`config.mk`:
```
export PLATFORM = sky130hd
export DESIGN_NAME = csa
export DESIGN_NICKNAME = d
export VERILOG_FILES = /design/src/rtl/csa_pkg.sv /design/src/rtl/csa_cell.sv /design/src/rtl/csa.sv
export SDC_FILE = /design/constraint.sdc
export NUM_CORES = 1
export LEC_CHECK = 0
export ABC_CLOCK_PERIOD_IN_PS = 1050
export CAP_MARGIN = 20
export CORE_AREA = 2 2 39 41
export DETAILED_ROUTE_END_ITERATION = 16
export DIE_AREA = 0 0 41 43
export PLACE_DENSITY_LB_ADDON = 0.3
export SYNTH_ARGS = -nofsm -noshare
export SYNTH_HDL_FRONTEND = slang
export SYNTH_SLANG_ARGS = --single-unit
```
`constraint.sdc`:
```
create_clock -name clk -period 1.05 [get_ports clk]
set_input_delay 0.105 -clock clk [delete_from_list [all_inputs] [get_ports clk]]
set_output_delay 0.105 -clock clk [all_outputs]
set_load 0.005 [all_outputs]
```
`src/rtl/csa_pkg.sv`:
```
// Shared constants and helpers for the carry-save adder.
package csa_pkg;

   localparam int unsigned CSA_DEFAULT_N = 4;

   function automatic logic maj3(input logic x, input logic y, input logic z);
      return (x & y) | (x & z) | (y & z);
   endfunction

endpackage

```
`src/rtl/csa_cell.sv`:
```
// One-bit full-adder cell: purely combinational sum and carry-out.
module csa_cell
   import csa_pkg::*;
(
   input  logic a,
   input  logic b,
   input  logic c,
   output logic s,
   output logic co
);

   assign s  = a ^ b ^ c;
   assign co = maj3(a, b, c);

endmodule

```
`src/rtl/csa.sv`:
```
// Registered N-bit carry-save adder. Define CSA_TOTAL_EN to add a registered
// carry-propagate stage that resolves the full sum on the total port.
module csa
   import csa_pkg::*;
#(
   parameter int unsigned N = CSA_DEFAULT_N
) (
   input  logic         clk,
   input  logic         rst_n,
   input  logic         in_valid,
   input  logic [N-1:0] a,
   input  logic [N-1:0] b,
   input  logic [N-1:0] c,
   output logic         out_valid,
   output logic [N-1:0] sum,
`ifdef CSA_TOTAL_EN
   output logic [N-1:0] carry,
   output logic [N+1:0] total
`else
   output logic [N-1:0] carry
`endif
);

   logic [N-1:0] w_sum;
   logic [N-1:0] w_carry;
   logic         r_valid;
   logic [N-1:0] r_sum;
   logic [N-1:0] r_carry;

   for (genvar i = 0; i < N; i++) begin : g_cell
      csa_cell u_cell (
         .a  (a[i]),
         .b  (b[i]),
         .c  (c[i]),
         .s  (w_sum[i]),
         .co (w_carry[i])
      );
   end

   // Results only update on valid edges; invalid edges hold the last values.
   always_ff @(posedge clk or negedge rst_n) begin
      if (!rst_n) begin
         r_valid <= 1'b0;
         r_sum   <= '0;
         r_carry <= '0;
      end else begin
         r_valid <= in_valid;
         if (in_valid) begin
            r_sum   <= w_sum;
            r_carry <= w_carry;
         end
      end
   end

   assign out_valid = r_valid;
   assign sum       = r_sum;
   assign carry     = r_carry;

`ifdef CSA_TOTAL_EN
   logic [N+1:0] w_total;
   logic [N+1:0] r_total;

   // Carry vector carries weight 2^(i+1), hence the one-bit left shift.
   assign w_total = {2'b00, w_sum} + {1'b0, w_carry, 1'b0};

   always_ff @(posedge clk or negedge rst_n) begin
      if (!rst_n) begin
         r_total <= '0;
      end else if (in_valid) begin
         r_total <= w_total;
      end
   end

   assign total = r_total;
`endif

endmodule

```
# Yosys cells after proc, flatten, opt, wreduce, memory -nomap -nowiden
# Index checks and enable logic that the tools add are counted.
[op_classes]
bitwise = 28
[op_table]
columns = ["op", "count"]
rows = [
  ["AND 1 bit", 12],
  ["bitwise OR 1 bit", 8],
  ["bitwise XOR 1 bit", 8],
]
[totals]
reg_bits = 9
wordCells = 31
in_bits = 15
out_inout_bits = 9

# Logic depth before layout (Yosys ltp)
[depth]
depth_word = 3
mapped_depth = 2
depth_no_buf = 2

# Cells and area by module
# From an unflattened synthesis, not the netlist that was laid out.
[unflattened]
hier_cells = 22
area_unflattened_um2 = 436.7
[modules_own_cells]
columns = ["mod", "area_per_inst_um2", "instances", "seq_area_each_um2", "cells_each"]
rows = [
  ["csa", 356.6, 1, 225.2, 18],
  ["csa_cell", 20.0, 4, 0.0, 1],
]

# Worst setup path before layout
# Ideal clock, no wire load.
[synth_timing]
path_kind = "input -> register"
from = "input port a[0]"
to = "register r_sum[0], in the netlist sum[0]"
n_path_buf = 0
arrival_time_ps = 809
required_ps = 925
setup_ps = 125
path_stages = 2
setup_slack_ps = 116
path_cell_list = "fa_1 mux2_4"
[synth_via]
elab_chain_cells = 2
[synth_rtl]
columns = ["element", "line_no", "rtl"]
rows = [
  ["start, declared", "csa.sv:11", "input logic [N-1:0] a,"],
  ["bitwise XOR 1 bit (2 in a row)", "csa_cell.sv:12", "assign s = a ^ b ^ c;"],
  ["end signal, assigned", "csa.sv:49", "r_sum <= w_sum;"],
  ["end, declared", "csa.sv:27", "logic [N-1:0] r_sum;"],
]
# No other way between the ends.
# A chain may end at the register's enable or synchronous reset.

# Worst setup path in the final report
[layout_timing]
from = "register r_carry[2], in the netlist carry[2]"
to = "output port carry[2]"
[layout_rtl]
columns = ["element", "line_no", "rtl"]
rows = [
  ["start, declared", "csa.sv:28", "logic [N-1:0] r_carry;"],
  ["start signal, assigned", "csa.sv:50", "r_carry <= w_carry;"],
  ["end, declared", "csa.sv:20", "output logic [N-1:0] carry"],
]
# No word-level cell between the ends.

==> results_dict.tcl <==
set metrics [dict create \
    status "finished clean" \
    cts_tree "yes" \
    drc 0 \
    worst_r2r_endpoint "sum[1]$_DFFE_PN0P_" \
    grt_max_degree 10 \
    finalPower_uw 980 \
    antenna_found_initial 0 \
    io_buffers 23 \
    final_core_util_pct 52.7 \
    use_met3_pct 4.71 \
    antenna_cells 0 \
    async_flop_share_pct 100 \
    htreeDepth 1 \
    wl_um 888 \
    synth.most_common_cell "dfrtp_1" \
    cp_num_cells 1 \
    hp-class "in -> async" \
    grt_pass1_vias 302 \
    grt_busiest_layer "met1" \
    yosysTopAreaCell "dfrtp_1" \
    critPathTopFamily "flip-flops" \
    ant_nets 0 \
    syn-num-nets 41 \
    slowest_delay_ns 0.38 \
    peakVddDrop_v 0.000568 \
    finalSetupViolations 0 \
    ys_seq_area_share_pct 51.6 \
    post-route-period-util_pct 95.8 \
    drv_slew 0 \
    cp_data_arrival_time_ns 0.90 \
    reg2reg_from "sum[1]$_DFFE_PN0P_" \
    layout-drive-gt1-share_pct 32.7 \
    max_freq_ghz 0.994 \
    viasPerCell 4.21 \
    cp_num_buf_inv 1 \
    crit_chain "dlygate4sd2_1" \
    syn2layout_area_growth_pct 67.0 \
    dieArea_sq_um 1760 \
    clkTransAtPathRegs_ns 0.06 \
    rows 14 \
    fin_crit_ns 1.01 \
    synth_seq_cells 9 \
    reg2reg_slack_ns 0.15 \
    start_util_pct 31.6 \
    start_kind "flip-flop" \
    cap_violations 0 \
    nets 75 \
    cts_buffer_depth 2 \
    synthCells 22 \
    rsz0062_at_grt "no" \
    worst_pin_slew_ns 0.393 \
    cts_buffers 3 \
    core_area_sq_um 1380 \
    relSlewSlack_pct 73.7 \
    overflow 0 \
    cp-end-kind "primary output" \
    syn_area_sq_um 437 \
    p_per_area_nw_per_um2 1340 \
    synth_edf_count 0 \
    firstDrtPassIters 2 \
    yosysWarnings 0 \
    slowest_stage "dfrtp_1" \
    worstSkewPairLatency_ns 0.25 \
    met1_usage_pct 16.6 \
    cts_sinks 9 \
    root_buffer "clkbuf_4" \
    endpoint "carry[2]" \
    fin_skew_ns 0 \
    critPathLaunch "carry[2]$_DFFE_PN0P_" \
    die_height_um 43 \
    crit_fanout 2 \
    die_x_um 41 \
    synthDistinctLibCells 4 \
    synthTopCellsByArea "dfrtp_1 (52%), mux2_4 (28%), fa_1 (18%), buf_6 (2.6%)" \
    p_leak_nw 0.367 \
    pin_count 24 \
    routedWlPerCell_um 12.5 \
    grt_pass1_wl_mm 1.35 \
    syn_avg_cell_area_sq_um 19.8 \
    grt_usage_pct 12.0 \
    drt_iter0_drc 1 \
    criticalPathCategory "reg -> out" \
    rr_worst_depth 2 \
    use_met2_pct 16.6 \
    gp_congestion 0.678 \
    vias 299 \
    ys_top_cells_by_count "dfrtp_1 (9), mux2_4 (8), fa_1 (4), buf_6 (1)" \
    critPathRequiredTime_ns 0.94 \
    hold_viol_final 0 \
    synth_top_area_share_pct 51.6 \
    dpl.hpwl_um 727 \
    synth_ff_type "dfrtp_1" \
]
-- timing repair --
action,4_1_cts,5_1_grt
setup endpoints to repair,17,1
cloned,0,0
hold buffers,0,0
resized for setup,21,1
buffers inserted,4,1
pin swaps,4,0
-- sequential cells by signal (all words and copies together) (netlist names) --
| register | flops |
|---|---|
| carry | 4 |
| sum | 4 |
| out_valid | 1 |
-- placed cells by master (no fill, tap or decap) --
cell type / synthesis / final
buf_4: 0 / 7
clkbuf_1: 0 / 1
clkbuf_4: 0 / 3
clkdlybuf4s15_1: 0 / 1
clkdlybuf4s50_1: 0 / 2
dfrtp_1: 9 / 9
dlygate4sd2_1: 0 / 20
fa_1: 4 / 4
mux2_4: 8 / 8
-- report_power, final --
part           switching, mW  internal [mW]
Combinational         0.0902          0.206
Sequential            0.0254          0.399
Clock                  0.114          0.146
Total                  0.229          0.751
-- metal layers --
| metal | vias up | routed length [um] |
|---|---|---|
| met3 | 0 | 89 |
| met1 | 145 | 350 |
| li1 | 139 | - |
| met2 | 15 | 448 |
| met4 | 0 | 0 |
| met5 | - | 0 |
-- worst min path at each step --
stage | end | slack (ns) | cells after the start
after CTS | sum[3]$_DFFE_PN0P_ | 0.16 | 1
after global placement | carry[0]$_DFFE_PN0P_ | 0.41 | 1
after detailed placement | sum[3]$_DFFE_PN0P_ | 0.44 | 1
after floorplan | carry[0]$_DFFE_PN0P_ | -0.19 | 0
after global routing | sum[3]$_DFFE_PN0P_ | 0.17 | 1
final | sum[3]$_DFFE_PN0P_ | 0.14 | 1
-- cells by family after synthesis --
family | synth area share [%]
adders and majority gates | 18.3
muxes | 27.5
buffers and inverters | 2.58
DFF | 51.6
-- area by class of cell --
| class | instances | area, sq um |
|---|---|---|
| Clock buffer | 4 | 26.3 |
| Fill cell | 130 | 654 |
| Tap cell | 16 | 20.0 |
| Timing Repair Buffer | 30 | 258 |
| Multi-Input combinational cell | 12 | 200 |
| Sequential cell | 9 | 225 |
-- stage by stage --
step	hold slack [ns]	TNS [ns]	instances	instance area (sq um)	setup WS (ns)
after floorplan	-0.191	0	22	437	0.116
after global placement	0.414	-2.48	62	691	-0.349
after detailed placement	0.437	-2.71	62	691	-0.384
after CTS	0.155	0	70	721	0.0156
after global routing	0.172	0	71	729	0.000420
final	0.138	0	71	729	0.0443
Power figures use the tool's default switching activity.
